## src/rtl/dmem_access_ctrl.sv

```systemverilog
// dmem_access_ctrl
// Serialises 32-bit big-endian pipeline loads/stores into byte beats on a
// single byte-wide synchronous SRAM port. The port is shared with a
// single-byte DMA/loader requester. Arbitration alternates when both sides
// are requesting, so neither side waits more than one foreign transaction.
// All SRAM strobes are registered. mem_stall is combinational so that the
// pipeline freezes in the same cycle its request appears.
module dmem_access_ctrl #(
    parameter int ADDR_W = 10
) (
    input  logic              clk,
    input  logic              rst_n,
    input  logic              mem_req,
    input  logic              mem_we,
    input  logic              mem_byte,
    input  logic [ADDR_W-1:0] mem_addr,
    input  logic [31:0]       mem_wdata,
    output logic [31:0]       mem_rdata,
    output logic              mem_stall,
    input  logic              dma_req,
    input  logic              dma_we,
    input  logic [ADDR_W-1:0] dma_addr,
    input  logic [7:0]        dma_wdata,
    output logic [7:0]        dma_rdata,
    output logic              dma_ack,
    output logic              sram_en,
    output logic              sram_we,
    output logic [ADDR_W-1:0] sram_addr,
    output logic [7:0]        sram_wdata,
    input  logic [7:0]        sram_rdata
);

    typedef enum logic [2:0] {
        IDLE   = 3'd0,
        P_BEAT = 3'd1,
        P_WAIT = 3'd2,
        P_DONE = 3'd3,
        D_BEAT = 3'd4,
        D_WAIT = 3'd5,
        D_DONE = 3'd6
    } state_t;

    localparam logic GRANT_PIPE = 1'b0;
    localparam logic GRANT_DMA  = 1'b1;

    // A byte access lives in the least significant lane of its word (big-endian).
    localparam logic [ADDR_W-1:0] BYTE_LANE_OFS = {{(ADDR_W-2){1'b0}}, 2'd3};

    // Byte idx of a big-endian word: idx 0 is the most significant byte.
    function automatic logic [7:0] word_beat(input logic [31:0] word, input logic [1:0] idx);
        logic [7:0] b;
        case (idx)
            2'd0:    b = word[31:24];
            2'd1:    b = word[23:16];
            2'd2:    b = word[15:8];
            2'd3:    b = word[7:0];
            default: b = 8'h00;
        endcase
        return b;
    endfunction

    state_t              state_r;
    state_t              next_state_s;
    logic                grant_pipe_s;
    logic                grant_dma_s;
    logic                beat_adv_s;
    logic                last_grant_r;

    logic                we_r;
    logic                byte_r;
    logic [ADDR_W-1:0]   addr_r;
    logic [31:0]         wdata_r;
    logic [1:0]          cnt_r;
    logic [1:0]          cnt_next_s;

    logic [23:0]         shift_r;
    logic [31:0]         mem_rdata_r;
    logic [7:0]          dma_rdata_r;
    logic                dma_ack_r;

    logic                sram_en_r;
    logic                sram_we_r;
    logic [ADDR_W-1:0]   sram_addr_r;
    logic [7:0]          sram_wdata_r;

    assign cnt_next_s = cnt_r + 2'd1;

    // Next-state logic: arbitration in IDLE, beat sequencing elsewhere.
    always_comb begin
        next_state_s = state_r;
        grant_pipe_s = 1'b0;
        grant_dma_s  = 1'b0;
        beat_adv_s   = 1'b0;
        case (state_r)
            IDLE: begin
                if (dma_req && (!mem_req || (last_grant_r == GRANT_PIPE))) begin
                    grant_dma_s  = 1'b1;
                    next_state_s = D_BEAT;
                end else if (mem_req) begin
                    grant_pipe_s = 1'b1;
                    next_state_s = P_BEAT;
                end else begin
                    next_state_s = IDLE;
                end
            end
            P_BEAT: begin
                if (!byte_r && (cnt_r != 2'd3)) begin
                    beat_adv_s   = 1'b1;
                    next_state_s = P_BEAT;
                end else if (we_r) begin
                    next_state_s = P_DONE;
                end else begin
                    next_state_s = P_WAIT;
                end
            end
            P_WAIT: next_state_s = P_DONE;
            P_DONE: next_state_s = IDLE;
            D_BEAT: begin
                if (we_r) begin
                    next_state_s = D_DONE;
                end else begin
                    next_state_s = D_WAIT;
                end
            end
            D_WAIT:  next_state_s = D_DONE;
            D_DONE:  next_state_s = IDLE;
            default: next_state_s = IDLE;
        endcase
    end

    // State register and record of who was granted last.
    always_ff @(posedge clk or negedge rst_n) begin
        if (!rst_n) begin
            state_r      <= IDLE;
            last_grant_r <= GRANT_PIPE;
        end else begin
            state_r <= next_state_s;
            if (grant_pipe_s) begin
                last_grant_r <= GRANT_PIPE;
            end else if (grant_dma_s) begin
                last_grant_r <= GRANT_DMA;
            end
        end
    end

    // Latch the granted request so later input changes are ignored.
    always_ff @(posedge clk or negedge rst_n) begin
        if (!rst_n) begin
            we_r    <= 1'b0;
            byte_r  <= 1'b0;
            addr_r  <= {ADDR_W{1'b0}};
            wdata_r <= 32'h0000_0000;
            cnt_r   <= 2'd0;
        end else if (grant_pipe_s) begin
            we_r    <= mem_we;
            byte_r  <= mem_byte;
            addr_r  <= mem_addr;
            wdata_r <= mem_wdata;
            cnt_r   <= 2'd0;
        end else if (grant_dma_s) begin
            we_r    <= dma_we;
            byte_r  <= 1'b1;
            addr_r  <= dma_addr;
            wdata_r <= {24'h00_0000, dma_wdata};
            cnt_r   <= 2'd0;
        end else if (beat_adv_s) begin
            cnt_r <= cnt_next_s;
        end
    end

    // Registered SRAM beat: the first beat launches on grant, later beats follow.
    always_ff @(posedge clk or negedge rst_n) begin
        if (!rst_n) begin
            sram_en_r    <= 1'b0;
            sram_we_r    <= 1'b0;
            sram_addr_r  <= {ADDR_W{1'b0}};
            sram_wdata_r <= 8'h00;
        end else if (grant_pipe_s) begin
            sram_en_r    <= 1'b1;
            sram_we_r    <= mem_we;
            sram_addr_r  <= mem_byte ? (mem_addr + BYTE_LANE_OFS) : mem_addr;
            sram_wdata_r <= mem_byte ? mem_wdata[7:0] : mem_wdata[31:24];
        end else if (grant_dma_s) begin
            sram_en_r    <= 1'b1;
            sram_we_r    <= dma_we;
            sram_addr_r  <= dma_addr;
            sram_wdata_r <= dma_wdata;
        end else if (beat_adv_s) begin
            sram_en_r    <= 1'b1;
            sram_we_r    <= we_r;
            sram_addr_r  <= addr_r + {{(ADDR_W-2){1'b0}}, cnt_next_s};
            sram_wdata_r <= word_beat(wdata_r, cnt_next_s);
        end else begin
            sram_en_r <= 1'b0;
            sram_we_r <= 1'b0;
        end
    end

    // Capture read bytes one cycle after each read beat and produce results.
    always_ff @(posedge clk or negedge rst_n) begin
        if (!rst_n) begin
            shift_r     <= 24'h00_0000;
            mem_rdata_r <= 32'h0000_0000;
            dma_rdata_r <= 8'h00;
            dma_ack_r   <= 1'b0;
        end else begin
            dma_ack_r <= (next_state_s == D_DONE);
            if ((state_r == P_BEAT) && !we_r && (cnt_r != 2'd0)) begin
                shift_r <= {shift_r[15:0], sram_rdata};
            end
            if (state_r == P_WAIT) begin
                mem_rdata_r <= byte_r ? {24'h00_0000, sram_rdata} : {shift_r, sram_rdata};
            end
            if (state_r == D_WAIT) begin
                dma_rdata_r <= sram_rdata;
            end
        end
    end

    // Held low in reset so the pipeline is released while the controller is down.
    assign mem_stall  = rst_n && mem_req && (state_r != P_DONE);
    assign mem_rdata  = mem_rdata_r;
    assign dma_rdata  = dma_rdata_r;
    assign dma_ack    = dma_ack_r;
    assign sram_en    = sram_en_r;
    assign sram_we    = sram_we_r;
    assign sram_addr  = sram_addr_r;
    assign sram_wdata = sram_wdata_r;

endmodule

```

## config.mk

```make
export PLATFORM = sky130hd
export DESIGN_NAME = dmem_access_ctrl
export DESIGN_NICKNAME = d
export VERILOG_FILES = /design/src/rtl/dmem_access_ctrl.sv
export SDC_FILE = /design/constraint.sdc
export NUM_CORES = 1
export LEC_CHECK = 0
export CORE_MARGIN = 3
export CORE_UTILIZATION = 45
export DETAILED_ROUTE_END_ITERATION = 10
export GPL_ROUTABILITY_DRIVEN = 1
export HOLD_SLACK_MARGIN = 0.1
export PLACE_DENSITY = 0.84
export SETUP_SLACK_MARGIN = 0.3
export SYNTH_ARGS = -nofsm -noshare
export SYNTH_HDL_FRONTEND = slang
export SYNTH_SLANG_ARGS = --single-unit
```

## constraint.sdc

```tcl
create_clock -name clk -period 2.07 [get_ports clk]
set_input_delay 0.3105 -clock clk [delete_from_list [all_inputs] [get_ports clk]]
set_output_delay 0.3105 -clock clk [all_outputs]
set_load 0.01 [all_outputs]
```

[Word level (Yosys, flattened, before mapping)]
Cells that the tools add are included.
Storage, ports and cells
  register bits: 135
  input port bits: 75
  output and inout bits: 62
  word-level logic and storage cells: 85
Operators by class
  bitwise gates (word level): 1
  reduce and logical (&&, ||, !) cells: 15
  equal/unequal tests: 10
  add/subtract/negate cells: 3
  muxes and demuxes: 41
Operators by type and width (number)
  $mux W32: 3
  $mux W10: 6
  $mux W8: 4
  $pmux W8 S4: 1
  $mux W1: 20
  $pmux W3 S5: 1
  $add A10 B2 Y10: 1
  $add A10 B2 Y10 const B: 1
  $mux W2: 5
  $eq A3 B3 Y1 const B: 3
  $logic_and A1 B1 Y1: 6
  $eq A2 B2 Y1 const B: 2
  $reduce_bool A2 Y1: 2
  $eq A3 B1 Y1 const B: 1
  $eq A3 B2 Y1 const B: 1
  $logic_not A1 Y1: 3
  $logic_not A3 Y1: 1
  $mux W3: 1
  $ne A3 B2 Y1 const B: 1
  $reduce_bool A3 Y1: 1
  $add A2 B1 Y2 const B: 1
  $eq A2 B1 Y1 const B: 1
  $logic_not A2 Y1: 1
  $ne A2 B2 Y1 const B: 1
  2 further kinds: 2

[Logic depth before layout (Yosys ltp)]
Gate-level depths: netlist (run 1).
  word-level depth: 7
  gate-level depth with buffers: 8
  gate-level depth less buffers: 8

[Least setup slack after synthesis (run 1)]
No wires, ideal clock.
  path kind: register -> register
  start: reg cnt_r[0]
  end: reg sram_addr_r[3] (netlist: sram_addr[3])
  clock period less this slack: 2.070 ns
  setup time: 0.064 ns
  setup slack: 0.000 ns
  stages on the path, launching flop included: 9
  buffers on the path: 0
  data required time: 2.006 ns
  arrival: 2.005 ns
  path through: dfrtp_1 > inv_1 > ha_1 > ha_1 > a21oi_1 > nor2b_1 > xnor2_1 > a2111oi_2 > a211o_1
Between the ends
  cells in the longest elaborated chain, start to end: 5
  elaborated cells between the ends (all ways): 10
  those cells by class: add/sub (2); eq/ne (1); mux (5); reduce/logical (2)
RTL lines
  start: declaration: RTL line 73  | logic [1:0] cnt_r;
  start signal: assignment: RTL line 167  | cnt_r <= cnt_next_s;
  $add A2 B1 Y2 or $ne A2 B2 Y1 (tied branches): RTL line 86, 107
  $add A10 B2 Y10 or $logic_and A1 B1 Y1 (tied branches): RTL line 191, 107
  $mux W10 or $mux W1 (tied branches): RTL line 188, 107
  $mux W10 or $mux W1 (tied branches): RTL line 183, 94
  $mux W10 or $reduce_bool A3 Y1 (tied branches)
  end signal: assignment: RTL line 181  | sram_addr_r <= mem_byte ? (mem_addr + BYTE_LANE_OFS) : mem_addr;
  end signal: assignment: RTL line 186  | sram_addr_r <= dma_addr;
  end signal: assignment: RTL line 191  | sram_addr_r <= addr_r + {{(ADDR_W-2){1'b0}}, cnt_next_s};
  end: declaration: RTL line 83  | logic [ADDR_W-1:0] sram_addr_r;
Parallel ways exist; a longest one is shown, timed or not. The select of a mux whose other input is x is not followed.
A chain may end at the register's enable or synchronous reset.

[Final worst setup path (run 1)]
  start: reg cnt_r[0]
  end: reg state_r[1]
Between the ends
  cells in the longest elaborated chain, start to end: 4
RTL lines
  $ne A2 B2 Y1: RTL line 107  | if (!byte_r && (cnt_r != 2'd3)) begin
  $logic_and A1 B1 Y1: RTL line 107
  $mux W2: RTL line 107
  $pmux W3 S5: RTL line 94  | case (state_r)
  via next_state_s[1]: RTL line 63  | state_t next_state_s;
  end signal: assignment: RTL line 137  | state_r <= next_state_s;
  end: declaration: RTL line 62  | state_t state_r;
The timed path passes the listed nets, and every way through them passes these cells.

==> flow_summary.json, run 1 <==
{
  "path_class": "flip-flop to flip-flop",
  "htree_levels": 4,
  "status": "complete, no violations",
  "gr-total-overflow": 0,
  "min_period_over_period": 0.9480,
  "syn_nets": 636,
  "grt_max_degree": 128,
  "num_vias": 5110,
  "hold_viol": 0,
  "synth_warnings": 0,
  "synth_edf_count": 0,
  "dpl.hpwl_um": 11360,
  "slew_viol_final": 0,
  "end_kind": "flip-flop",
  "max_cap_viol_count": 0,
  "total_leakage_power_nw": 3.674,
  "first_pass_iters": 5,
  "syn_area_per_cell_um2": 10.84,
  "synthArstFlopShare": 1.000,
  "grt_pass1_vias": 4999,
  "pin_count": 137,
  "numPlacedInstances": 840,
  "grt.total_usage": 0.2312,
  "synthToLayoutAreaGrowth_pct": 43.44,
  "ys_seq_elements": 127,
  "hold_path_class": "input pin to flip-flop",
  "fp.coreArea_um2": 12820,
  "cts.path.max_buffers": 2,
  "final_cells": 902,
  "peakVddDrop_uv": 732.7,
  "cts_tree": "built",
  "netlist-cell-type-count": 55,
  "die_h_um": 121.3,
  "slew_headroom": 0.5459,
  "tightestPinTransition_ps": 681.0,
  "arrival_ps": 2230,
  "worstPathRequired_ps": 2330,
  "dr.first_iter.drc_count": 436,
  "gp_congestion": 0.8976,
  "grt_pass1_wl_um": 26610,
  "period_needed_ps": 1962,
  "ys.flop_type": "dfrtp_1",
  "final_util": 0.6691,
  "die_x_um": 121.3,
  "rsz0062_at_grt": "yes",
  "num-nets-final": 801,
  "finClkSkew_ps": 11.05,
  "portBuffers": 136,
  "finalSetupViolCount": 0,
  "path_clk_slew_ps": 60,
  "diodes": 0,
  "yosysSeqAreaShare": 0.5313,
  "hold_path_depth": 2,
  "synthesis.area_um2": 5982,
  "cts-root-buf": "clkbuf_16",
  "worstRegToRegCells": 12,
  "routed_wl_um": 17380,
  "wl_per_cell_um": 19.27,
  "vias_per_cell": 5.665,
  "antenna_found_initial": 0,
  "die-area_um2": 14710,
  "crit_fanout": 3,
  "syn_inst": 552,
  "ant_nets": 0,
  "start_util": 0.4664,
  "cts_made_buffers": 17,
  "worst_setup_path_start_kind": "flip-flop",
  "fillers": 914,
  "cts_sinks": 127,
  "drive_above_1_share": 0.2301,
  "drc_errors": 0,
  "rows": 41,
  "powerDensity_nw_per_um2": 1544,
  "p_total_mw": 13.25,
  "max_freq_mhz": 509.6,
  "clk_latency_ps": 420
}
metrics by stage:
stage / instance area, um^2 / hold slack [ps] / worst slack, ps / setup TNS, ps
6_report: 8581 / 382.9 / 107.7 / 0
5_1_grt: 8581 / 385.2 / 11.97 / 0
4_1_cts: 8358 / 354.5 / 170.0 / 0
3_5_place_dp: 7600 / 472.7 / -12.21 / -12.21
3_3_place_gp: 7600 / 460.1 / 72.48 / 0
2_1_floorplan: 6030 / 14.91 / 271.6 / 0
cells in the final DEF (no fill, tap or decap), types with 7 or more instances in the layout:
cell type,instances
a31oi_1,21
buf_6,11
clkdlybuf4s50_1,133
nand2b_1,26
mux2_2,21
a21oi_1,12
xor2_1,9
a222oi_1,8
a22o_1,16
o21ai_0,29
mux2_4,20
nor2_1,33
buf_4,31
clkbuf_16,17
dfrtp_1,124
xnor2_1,7
nand2_1,82
nor2b_1,8
cell usage after synthesis, drive strengths merged (6+ instances only):
cell type  instances  area, um^2
o22ai              6       37.54
ha                 8       100.1
nor2b              8       50.05
nor2              35       138.9
nand2             83       311.6
a21oi             15       75.07
xnor2              9       78.83
a31oi             21       131.4
clkbuf            20       75.07
nand2b            28       182.7
a222oi             8       80.08
dfrtp            127        3178
mux2              41       536.8
buf               19       131.4
xor2               9       78.83
a211oi             8       60.06
o21ai             33       165.2
inv                9       33.78
a22o              16       140.1
o221ai             7       61.31
nand3              9       50.05
cell families after synthesis:
| kind of cell | synth area share |
|---|---|
| mux | 0.09308 |
| compound gates | 0.1464 |
| flops | 0.5313 |
| buf+inv | 0.04016 |
| simple gates | 0.1427 |
| xor+xnor | 0.02636 |
| fa+ha+maj | 0.02008 |
per-layer routing:
metal / part of all wire / GRT usage / wire length [um] / vias up
met2: 0.50 / 0.3831 / 8689 / 229
met5: 0 / 0 / 0 / -
met3: 0.062 / 0.04336 / 1083 / 34
met4: 0.023 / 0.07423 / 398 / 0
li1: - / - / - / 2301
met1: 0.41 / 0.3078 / 7210 / 2546
final cells by class:
class                   count  area [um^2]  area share
clock buffers              17        425.4     0.04958
clock inverters            15        138.9     0.01619
inverters                   9        38.79    0.004520
multi-input cells         380         2785      0.3246
flip-flops and latches    127         3182      0.3708
well taps                 172        215.2     0.02508
repair buffers            182         1795      0.2092
path summary, 6_finish.rpt:
path                               from  slack (ps)      endpoint
max                            cnt_r[0]         110    state_r[1]
min                             mem_req         380  last_grant_r
max reg2reg                    cnt_r[0]         110    state_r[1]
min reg2reg                mem_rdata[9]         480  mem_rdata[9]
max in group asynchronous         rst_n         970    state_r[0]
min in group asynchronous         rst_n         620    wdata_r[9]
worst max-delay path: stages (launching register included):
cell and delay, ps:
dfrtp_1 420, buf_4 150, buf_6 100, ha_2 190, nor3_4 160, buf_4 140
buf_4 90, buf_4 90, buf_4 100, buf_4 90, nor2_1 50, a21oi_2 130
o21ai_1 100
report_power, final:
part	switching (mW)	total [mW]	internal (mW)
clock	1.24	2.83	1.59
combinational	2.67	5.86	3.19
sequential	0.934	4.55	3.62
total	4.85	13.2	8.40
what timing repair did:
item                                    4_1_cts  5_1_grt
hold buffers                                  1        0
pin swaps                                    13       16
hold endpoints to repair                    127        0
endpoints found under the setup margin       73       71
cloned                                        1        3
buffers inserted                             16        9
gates resized for setup                      22       31
registers in the layout (all words and copies together), names as in the netlist, 2 cells and up:
name and count:
sram_wdata 8, cnt_r 2, addr_r 10, shift_r 24, dma_rdata 8, wdata_r 24
state_r 3, sram_addr 10, mem_rdata 32
Power figures use the tool's default switching activity.
==> inputs of run 2 (changes only) <==
MAX_ROUTING_LAYER = met4   (was default)
==> run 2 against run 1 <==
  * Critical path depth is 8 lower
  * Worst hold slack improved by 96 ps
  * Clock power up 4%
  * Largest power group unchanged
  * Critical path type unchanged
  * First-iteration DRC count grew 40%
  * Non-clock buffer count grew 3
  * Design area rose by 1.7%
  * Worst setup slack improved by 34 ps
  * Critical endpoint is now shift_r[14]
  * Combinational power is 4.3% higher
  * Clock skew is 6.4 ps lower
  * Register-to-register slack improved by 30 ps
  * Maximum frequency is 1.7% higher
==> flow_summary.json, run 2 (synthesis gave the netlist of run 1 again) <==
{
  "status": "complete, no violations",
  "finClkSkew_ps": 4.635,
  "fp.coreArea_um2": 12820,
  "ant_nets": 0,
  "worst_setup_path_start_kind": "flip-flop",
  "htree_levels": 4,
  "num_vias": 5221,
  "min_period_over_period": 0.9317,
  "end_kind": "flip-flop",
  "peakVddDrop_uv": 630.8,
  "max_freq_mhz": 518.5,
  "tightestPinTransition_ps": 724.7,
  "cts.path.max_buffers": 2,
  "start_util": 0.4664,
  "pin_count": 137,
  "wl_per_cell_um": 20.45,
  "cts_tree": "built",
  "period_needed_ps": 1929,
  "most-common-layout-cells": "133 x clkdlybuf4s50_1, 124 x dfrtp_1, 79 x nand2_1, 34 x nor2_1, 30 x o21ai_0",
  "gp_congestion": 0.9090,
  "fin_ws_ps": 141.5,
  "arrival_ps": 2230,
  "slew_headroom": 0.5169,
  "slew_viol_final": 0,
  "final_common_cell": "clkdlybuf4s50_1",
  "finalSetupViolCount": 0,
  "hold_path_class": "flip-flop to flip-flop",
  "cts_made_buffers": 17,
  "dp_slack_ps": -24.58,
  "diodes": 0,
  "synthToLayoutAreaGrowth_pct": 45.89,
  "die-area_um2": 14710,
  "cts_sinks": 127,
  "dr.first_iter.drc_count": 609,
  "drive_above_1_share": 0.2415,
  "antenna_found_initial": 0,
  "cts-root-buf": "clkbuf_16",
  "powerDensity_nw_per_um2": 1558,
  "gr-total-overflow": 0,
  "max_cap_viol_count": 0,
  "grt.total_usage": 0.2409,
  "worstPathRequired_ps": 2370,
  "grt_max_degree": 128,
  "path_clk_slew_ps": 60,
  "grt_pass1_wl_um": 26690,
  "total_leakage_power_nw": 3.719,
  "num-nets-final": 804,
  "largest_reg_flops": 32,
  "crit_slowest_cell": "or4_2",
  "hold_viol": 0,
  "critPathMaxStageDelay_ps": 690,
  "path_cells": "buf_4 > nand2b_4 > or4_2 > mux2_4",
  "endpoint": "shift_r[14]",
  "die_h_um": 121.3,
  "worstRegToRegCells": 4,
  "grt_pass1_vias": 5009,
  "rows": 41,
  "rrSetupSlack_ps": 140,
  "path_class": "flip-flop to flip-flop",
  "clk_latency_ps": 420,
  "final_util": 0.6805,
  "reg2reg_to": "shift_r[14]",
  "crit_fanout": 7,
  "vias_per_cell": 5.769,
  "timing.rr.start": "state_r[1]",
  "drc_errors": 0,
  "first_pass_iters": 6,
  "final.setup.tns_ps": 0,
  "die_x_um": 121.3,
  "routed_wl_um": 18500,
  "rsz0062_at_grt": "yes",
  "portBuffers": 136,
  "dpl.hpwl_um": 11410,
  "crit_start": "state_r[1]",
  "hp-start": "sram_addr[9]"
}
==> run 2: cell count changes in the layout (fill, tap and decap cells not counted), moves of 3 or more <==
cell and delta:
clkbuf_16 +3, inv_6 -4, inv_8 -5, nand2_1 -3, nand2_2 +3, o221ai_1 -3
o221ai_2 +3
==> run 2: critical path: cells and delay by family (launching register included) <==
| family | cells | cell delay, ps |
|---|---|---|
| and+or+nand+nor | 2 | 860 |
| DFF | 1 | 450 |
| muxes | 1 | 340 |
| buffers and inverters | 1 | 160 |
==> run 2: worst min path at each step <==
stage | slack (ps) | endpoint | cells after the start
after global placement | 460 | mem_rdata[30] | 2
final | 480 | sram_addr[9] | 2
after detailed placement | 470 | sram_addr[9] | 2
after global routing | 480 | last_grant_r | 2
after CTS | 390 | last_grant_r | 2
after floorplan | 10 | addr_r[0] | 0
==> run 2: power breakdown <==
group          leakage [nW]  internal [mW]  switching (mW)
combinational          1.88           3.30            2.81
sequential             1.56           3.62           0.926
clock                 0.277           1.81            1.13
total                  3.72           8.73            4.87
==> run 2: routing by layer <==
metal	track usage	vias up	share of wire
met3	0.05175	47	0.068
met5	-	-	0
li1	-	2302	-
met1	0.3037	2598	0.39
met2	0.3896	274	0.51
met4	0.07913	0	0.026
==> run 2: layout make-up <==
type	count	area (um^2)
Clock inverter	12	136.4
Inverter	9	36.28
Fill cell	879	4098
Clock buffer	20	446.7
Tap cell	172	215.2
Multi-Input combinational cell	380	2836
Sequential cell	127	3182
Timing Repair Buffer	185	1874
==> run 2: timing repair <==
| item | in CTS | in global routing |
|---|---|---|
| pin swaps | 9 | 25 |
| setup endpoints to repair | 77 | 73 |
| gates resized for setup | 19 | 46 |
| buffers inserted | 14 | 12 |
| cloned | 1 | 6 |
| hold buffers | 1 | 0 |
| hold endpoints to repair | 127 | 0 |
==> run 2: metrics by stage <==
stage                     hold WS [ps]  power (mW)  cell area (um^2)  std cells
after floorplan                  14.91       7.402              6030        552
after global placement           459.9       9.326              7592        839
after detailed placement         469.2       9.581              7592        839
after CTS                        386.6       12.89              8354        887
after global routing             478.3       14.26              8727        905
final                            478.7       13.60              8727        905
